**config.mk**
```make
export PLATFORM = sky130hd
export DESIGN_NAME = cpu_cmd_arbiter
export DESIGN_NICKNAME = d
export VERILOG_FILES = /design/src/rtl/cpu_cmd_arbiter.sv
export SDC_FILE = /design/constraint.sdc
export NUM_CORES = 1
export LEC_CHECK = 0
export ABC_AREA = 1
export BUFFER_PORTS_ARGS = -buffer_cell sky130_fd_sc_hd__buf_2
export CELL_PAD_IN_SITES_DETAIL_PLACEMENT = 1
export CELL_PAD_IN_SITES_GLOBAL_PLACEMENT = 1
export CORE_UTILIZATION = 33
export CTS_CLUSTER_SIZE = 28
export DETAILED_ROUTE_END_ITERATION = 10
export PLACE_DENSITY_LB_ADDON = 0.15
export SYNTH_ARGS = -nofsm -noshare
export SYNTH_HDL_FRONTEND = slang
export SYNTH_SLANG_ARGS = --single-unit
```
**constraint.sdc**
```tcl
create_clock -name clk -period 2.5 [get_ports clk]
set_input_delay 0.25 -clock clk [delete_from_list [all_inputs] [get_ports clk]]
set_output_delay 0.25 -clock clk [all_outputs]
set_load 0.005 [all_outputs]
```
**src/rtl/cpu_cmd_arbiter.sv**
```systemverilog
// rtl/cpu_cmd_arbiter.sv - two-requester round-robin command arbiter in front of top_cpu
// Optional CPU_ARB_TIMEOUT_EN adds a watchdog that answers a stalled command with rsp_timeout.
module cpu_cmd_arbiter #(
    parameter int WIDTH   = 8,
    parameter int DEPTH   = 4,
    parameter int TIMEOUT = 64
) (
    input  logic             clk,
    input  logic             reset,
    input  logic [1:0]       req_valid,
    output logic [1:0]       req_ready,
    input  logic [6:0]       req_cmd0,
    input  logic [WIDTH-1:0] req_opa0,
    input  logic [WIDTH-1:0] req_opb0,
    input  logic [WIDTH-1:0] req_opc0,
    input  logic [6:0]       req_cmd1,
    input  logic [WIDTH-1:0] req_opa1,
    input  logic [WIDTH-1:0] req_opb1,
    input  logic [WIDTH-1:0] req_opc1,
    output logic [6:0]       cpu_cmd,
    output logic [WIDTH-1:0] cpu_din1,
    output logic [WIDTH-1:0] cpu_din2,
    output logic [WIDTH-1:0] cpu_din3,
    input  logic             cpu_rdy,
    input  logic             cpu_zero,
    input  logic             cpu_error,
    output logic             rsp_valid,
    output logic             rsp_id,
    output logic             rsp_zero,
    output logic             rsp_error,
    output logic             rsp_timeout,
    output logic             busy
);

    localparam int AW = $clog2(DEPTH);
    localparam int PW = AW + 1;
    localparam int EW = 7 + 3 * WIDTH;

    if (DEPTH < 2 || (DEPTH & (DEPTH - 1)) != 0 || TIMEOUT < 1) begin : g_bad_param
        $error("cpu_cmd_arbiter: DEPTH must be a power of 2 >= 2 and TIMEOUT >= 1");
    end

    typedef enum logic [2:0] {
        IDLE,
        ISSUE,
        WAIT_LOW,
        WAIT_HIGH,
        RESP
    } state_t;

    state_t state, state_next;

    logic [EW-1:0] mem [2][DEPTH];
    logic [PW-1:0] wr_ptr [2];
    logic [PW-1:0] rd_ptr [2];
    logic [EW-1:0] wdata [2];
    logic [1:0]    full, empty, push, pop;
    logic [EW-1:0] head;
    logic          grant, grant_id;
    logic          last_grant, last_grant_d;
    logic          cur_id, cur_id_d;

    logic [6:0]       cmd_d;
    logic [WIDTH-1:0] din1_d, din2_d, din3_d;
    logic             rsp_valid_d, rsp_id_d, rsp_zero_d, rsp_error_d;

    assign wdata[0] = {req_cmd0, req_opa0, req_opb0, req_opc0};
    assign wdata[1] = {req_cmd1, req_opa1, req_opb1, req_opc1};

    // Extra pointer MSB distinguishes full from empty when the index bits match.
    for (genvar i = 0; i < 2; i++) begin : g_flags
        assign empty[i] = (wr_ptr[i] == rd_ptr[i]);
        assign full[i]  = (wr_ptr[i][AW] != rd_ptr[i][AW]) &&
                          (wr_ptr[i][AW-1:0] == rd_ptr[i][AW-1:0]);
    end

    assign req_ready = ~full;
    assign push      = req_valid & ~full;
    assign pop       = {grant & grant_id, grant & ~grant_id};
    assign busy      = (state != IDLE);

    // On a tie the requester that was not served last wins.
    assign grant_id = (!empty[0] && !empty[1]) ? ~last_grant : empty[0];
    assign head     = mem[grant_id][rd_ptr[grant_id][AW-1:0]];

    always_ff @(posedge clk) begin
        if (reset) begin
            for (int i = 0; i < 2; i++) begin
                wr_ptr[i] <= '0;
                rd_ptr[i] <= '0;
            end
        end else begin
            for (int i = 0; i < 2; i++) begin
                if (push[i]) begin
                    mem[i][wr_ptr[i][AW-1:0]] <= wdata[i];
                    wr_ptr[i] <= wr_ptr[i] + PW'(1);
                end
                if (pop[i]) begin
                    rd_ptr[i] <= rd_ptr[i] + PW'(1);
                end
            end
        end
    end

`ifdef CPU_ARB_TIMEOUT_EN
    localparam int CW = $clog2(TIMEOUT + 1);
    logic [CW-1:0] cnt, cnt_d;
    logic          rsp_timeout_d;
`endif

    always_comb begin
        state_next   = state;
        grant        = 1'b0;
        cmd_d        = cpu_cmd;
        din1_d       = cpu_din1;
        din2_d       = cpu_din2;
        din3_d       = cpu_din3;
        rsp_valid_d  = 1'b0;
        rsp_id_d     = 1'b0;
        rsp_zero_d   = 1'b0;
        rsp_error_d  = 1'b0;
        cur_id_d     = cur_id;
        last_grant_d = last_grant;
`ifdef CPU_ARB_TIMEOUT_EN
        cnt_d         = cnt;
        rsp_timeout_d = 1'b0;
`endif
        case (state)
            IDLE: begin
                cmd_d  = '0;
                din1_d = '0;
                din2_d = '0;
                din3_d = '0;
                if (cpu_rdy && (empty != 2'b11)) begin
                    grant      = 1'b1;
                    state_next = ISSUE;
                    {cmd_d, din1_d, din2_d, din3_d} = head;
                    cur_id_d   = grant_id;
`ifdef CPU_ARB_TIMEOUT_EN
                    cnt_d      = '0;
`endif
                end
            end
            ISSUE: state_next = WAIT_LOW;
            WAIT_LOW: begin
                if (!cpu_rdy) begin
                    state_next = WAIT_HIGH;
                end
            end
            WAIT_HIGH: begin
                if (cpu_rdy) begin
                    state_next  = RESP;
                    rsp_valid_d = 1'b1;
                    rsp_id_d    = cur_id;
                    rsp_zero_d  = cpu_zero;
                    rsp_error_d = cpu_error;
                    cmd_d       = '0;
                    din1_d      = '0;
                    din2_d      = '0;
                    din3_d      = '0;
                end
            end
            RESP: begin
                state_next   = IDLE;
                last_grant_d = cur_id;
            end
            default: state_next = IDLE;
        endcase
`ifdef CPU_ARB_TIMEOUT_EN
        if ((state == WAIT_LOW || state == WAIT_HIGH) && state_next != RESP) begin
            if (cnt == CW'(TIMEOUT - 1)) begin
                state_next    = RESP;
                rsp_valid_d   = 1'b1;
                rsp_id_d      = cur_id;
                rsp_timeout_d = 1'b1;
                cmd_d         = '0;
                din1_d        = '0;
                din2_d        = '0;
                din3_d        = '0;
            end else begin
                cnt_d = cnt + CW'(1);
            end
        end
`endif
    end

    always_ff @(posedge clk) begin
        if (reset) begin
            state <= IDLE;
        end else begin
            state <= state_next;
        end
    end

    always_ff @(posedge clk) begin
        if (reset) begin
            cpu_cmd    <= '0;
            cpu_din1   <= '0;
            cpu_din2   <= '0;
            cpu_din3   <= '0;
            rsp_valid  <= 1'b0;
            rsp_id     <= 1'b0;
            rsp_zero   <= 1'b0;
            rsp_error  <= 1'b0;
            cur_id     <= 1'b0;
            last_grant <= 1'b1;
        end else begin
            cpu_cmd    <= cmd_d;
            cpu_din1   <= din1_d;
            cpu_din2   <= din2_d;
            cpu_din3   <= din3_d;
            rsp_valid  <= rsp_valid_d;
            rsp_id     <= rsp_id_d;
            rsp_zero   <= rsp_zero_d;
            rsp_error  <= rsp_error_d;
            cur_id     <= cur_id_d;
            last_grant <= last_grant_d;
        end
    end

`ifdef CPU_ARB_TIMEOUT_EN
    always_ff @(posedge clk) begin
        if (reset) begin
            cnt         <= '0;
            rsp_timeout <= 1'b0;
        end else begin
            cnt         <= cnt_d;
            rsp_timeout <= rsp_timeout_d;
        end
    end
`else
    assign rsp_timeout = 1'b0;
`endif

endmodule
```
==> impl_metrics.tcl <==
set metrics [dict create \
    power.total_mw 14.8 \
    grt_pass1_vias 9769 \
    switchingPower_mw 4.59 \
    hpwl_mm 22.0 \
    worst_pin_slew_ns 0.539 \
    die_area_um2 40800 \
    drive_gt1_share_pct 15.0 \
    grt_util_met2_pct 31.6 \
    grt_max_degree 104 \
    leakagePower_nw 7.28 \
    setup_viol 0 \
    dr_total_vias 9468 \
    synth_seq_cells 300 \
    fmax_mhz 426 \
    report.final.hold_viol_count 0 \
    clkTransAtPathRegs_ns 0.06 \
    ant_nets 0 \
    met1_usage_pct 24.7 \
    vdd_drop_max_uv 406 \
    clockBufferDepth 3 \
    path_max_fanout 21 \
    synth_nets 1402 \
    drtIter0Drc 456 \
    overflow 0 \
    cts_root_buf "clkbuf_16" \
    cts_made_buffers 35 \
    p_sw_share_pct 31.1 \
    grt_pass1_wl_mm 58.0 \
    via_per_inst 4.60 \
    first_pass_iters 5 \
    cts_htree_levels 2 \
    multi_input_area_um2 3540 \
    remaining_drc_errors 0 \
    cp.required_ns 2.97 \
    cts.sinks 300 \
    post_cts_buffers 0 \
    synth-seq-area-share_pct 65.3 \
    end_kind "flop" \
    powerDensity_nw_per_um2 895 \
    hp-class "in -> reg" \
    drv_slew 0 \
    intPower_mw 10.2 \
    pwr-share-clk_pct 34.5 \
    initial_utilization_pct 33.8 \
    seqCellArea_um2 8610 \
    finalSetupTns_ns 0 \
    nFillCells 4351 \
    wl_per_cell_um 18.2 \
    ios 108 \
    status "finished, final reports clean" \
    use_met3_pct 2.90 \
    dp_cells 1931 \
    grt.total_usage_pct 18.7 \
    seqPwrFrac_pct 40.1 \
    yosys_warnings 0 \
    syn_inst 1323 \
    relSlewSlack_pct 64.0 \
    syn_area_um2 13200 \
    numPortBuffers 106 \
    critPathArrivalTime_ns 2.82 \
    yosys.cell_types.count 28 \
    worstSetupPathType "reg -> reg" \
    final_area_um2 16500 \
    n_antenna_cell 0 \
    wl_mm 37.5 \
    die_w_um 202 \
    grt_antenna_before_repair 0 \
    combinationalPowerShare_pct 25.4 \
    die_h_um 202 \
    core_area_um2 39000 \
    place_congestion 0.763 \
    rsz0062_at_grt "no" \
    place_area_um2 14700 \
    fin_skew_ns 0.0131 \
    fin_hold_ws_ns 0.0986 \
    finish.cell_count_without_fillers 2060 \
    nets 1595 \
    max_cap_viol_count 0 \
    grt_busiest_layer "met2" \
    rows 72 \
    critPathLaunchType "flop" \
    finalCritPeriodShare_pct 93.8 \
    area_delta_synth_final_pct 25.2 \
    clock_latency_ns 0.54 \
    synth.avg_cell_area_um2 9.97 \
    cts_tree "built" \
    fin_crit_ns 2.35 \
]
per-layer routing:
| metal | part of all wire (%) | vias up |
|---|---|---|
| met1 | 47 | 4604 |
| met3 | 3.8 | 50 |
| met4 | 2.0 | 0 |
| li1 | - | 4654 |
| met2 | 48 | 160 |
| met5 | 0 | - |
through the flow:
step / util [%] / setup WS (ns)
6_report: 42.3 / 0.154
5_1_grt: 42.3 / 0.00102
4_1_cts: 42.2 / 0.0797
3_5_place_dp: 37.6 / 0.00255
3_3_place_gp: 37.6 / 0.115
2_1_floorplan: - / -0.212
registers in the layout, indices dropped and copies added (netlist names):
name,flops
mem,248
rsp_valid,1
rd_ptr,6
cpu_din2,8
rsp_error,1
state,3
cpu_din1,8
wr_ptr,6
cpu_cmd,7
cpu_din3,8
rsp_zero,1
cur_id,1
last_grant,1
rsp_id,1
final timing paths:
kind | slack [ns] | end | cells past startpoint | from
worst max-delay path | 0.15 | cpu_din3[5] | 11 | rd_ptr[0][1]
worst min-delay path | 0.1 | rsp_valid | 2 | reset
worst min register to register | 0.45 | cpu_din2[2] | 2 | cpu_din2[2]
worst max register to register | 0.15 | cpu_din3[5] | 11 | rd_ptr[0][1]
placed cells by master, fill, tap and decap left out, types with 2 or more instances in the layout:
cell           Yosys  layout
nand2_1          433     430
edfxtp_1         260     260
inv_1            210     210
nand3_1          182     182
buf_2             52     106
dlygate4sd3_1      0      64
nand3b_1          63      63
dfxtp_1           40      40
clkbuf_16          0      38
buf_4              8      37
nor2_1            27      18
buf_12             0      13
nor2_4             1      10
ha_1              10      10
clkbuf_1           8       9
xnor2_1            6       5
clkinv_1           1       5
clkinv_2           0       5
nand2_2            3       4
nor3b_1            3       3
a21oi_1            3       3
o21ai_0            3       3
bufinv_16          0       3
clkinvlp_4         0       3
nand2_4            0       2
clkbuf_8           0       2
critical path, stage by stage, from the launching register on:
cell      delay [ns]
edfxtp_1        0.41
xnor2_1         0.32
nand3_4         0.11
buf_4           0.19
nand2_4         0.24
nand2_1         0.16
nand2_2         0.13
buf_4           0.29
nand3_1         0.12
nand3_1         0.09
nand3_1         0.10
nand2_1         0.12
cell families (layout without fill, tap and decap cells):
family / count (synthesis) / after routing / synth area share (%)
AND/OR/NAND/NOR: 717 / 718 / 24.3
AO/OA/AOI/OAI: 9 / 9 / 0.389
adder cells (fa/ha/maj): 10 / 10 / 0.949
XOR/XNOR: 6 / 6 / 0.399
other: 1 / 1 / 0.0284
flip-flops: 300 / 300 / 65.3
buffers and inverters: 280 / 498 / 8.69
synthesized netlist by cell type, drive strengths merged:
| master | count | share of area, % |
|---|---|---|
| a211oi | 1 | 0.057 |
| a21oi | 3 | 0.11 |
| buf | 60 | 2.4 |
| clkbuf | 8 | 0.23 |
| clkinv | 1 | 0.028 |
| conb | 1 | 0.028 |
| dfxtp | 40 | 6.1 |
| edfxtp | 260 | 59 |
| ha | 10 | 0.95 |
| inv | 211 | 6.0 |
| nand2 | 436 | 12 |
| nand3 | 183 | 7.0 |
| nand3b | 63 | 3.6 |
| nand4 | 1 | 0.047 |
| nor2 | 28 | 0.85 |
| nor3 | 1 | 0.038 |
| nor3b | 3 | 0.17 |
| o21ai | 4 | 0.15 |
| o311ai | 1 | 0.066 |
| or2 | 1 | 0.047 |
| or3b | 1 | 0.066 |
| xnor2 | 6 | 0.40 |
repair_timing:
| action | CTS | global route |
|---|---|---|
| gates cloned | 1 | 1 |
| hold endpoints to repair | 250 | 0 |
| setup endpoints to repair | 6 | 20 |
| hold buffers | 64 | 0 |
| pin swaps | 1 | 0 |
| resized for setup | 0 | 4 |
power by group through the flow:
stage	registers [mW]	logic (mW)	clock network [mW]
3_3_place_gp	6.02	3.61	0
2_1_floorplan	6.02	2.25	0
3_5_place_dp	6.03	3.65	0
5_1_grt	5.96	4.24	5.41
6_report	5.93	3.75	5.10
4_1_cts	5.93	3.76	5.24
layout make-up:
type	count	share of cell area, %
clock buffers	48	5.98
flip-flops and latches	300	52.2
inverters	212	4.82
clock inverters	15	0.925
multi-input cells	744	21.4
repair buffers	223	10.7
well taps	518	3.93
Power figures use the tool's default switching activity.
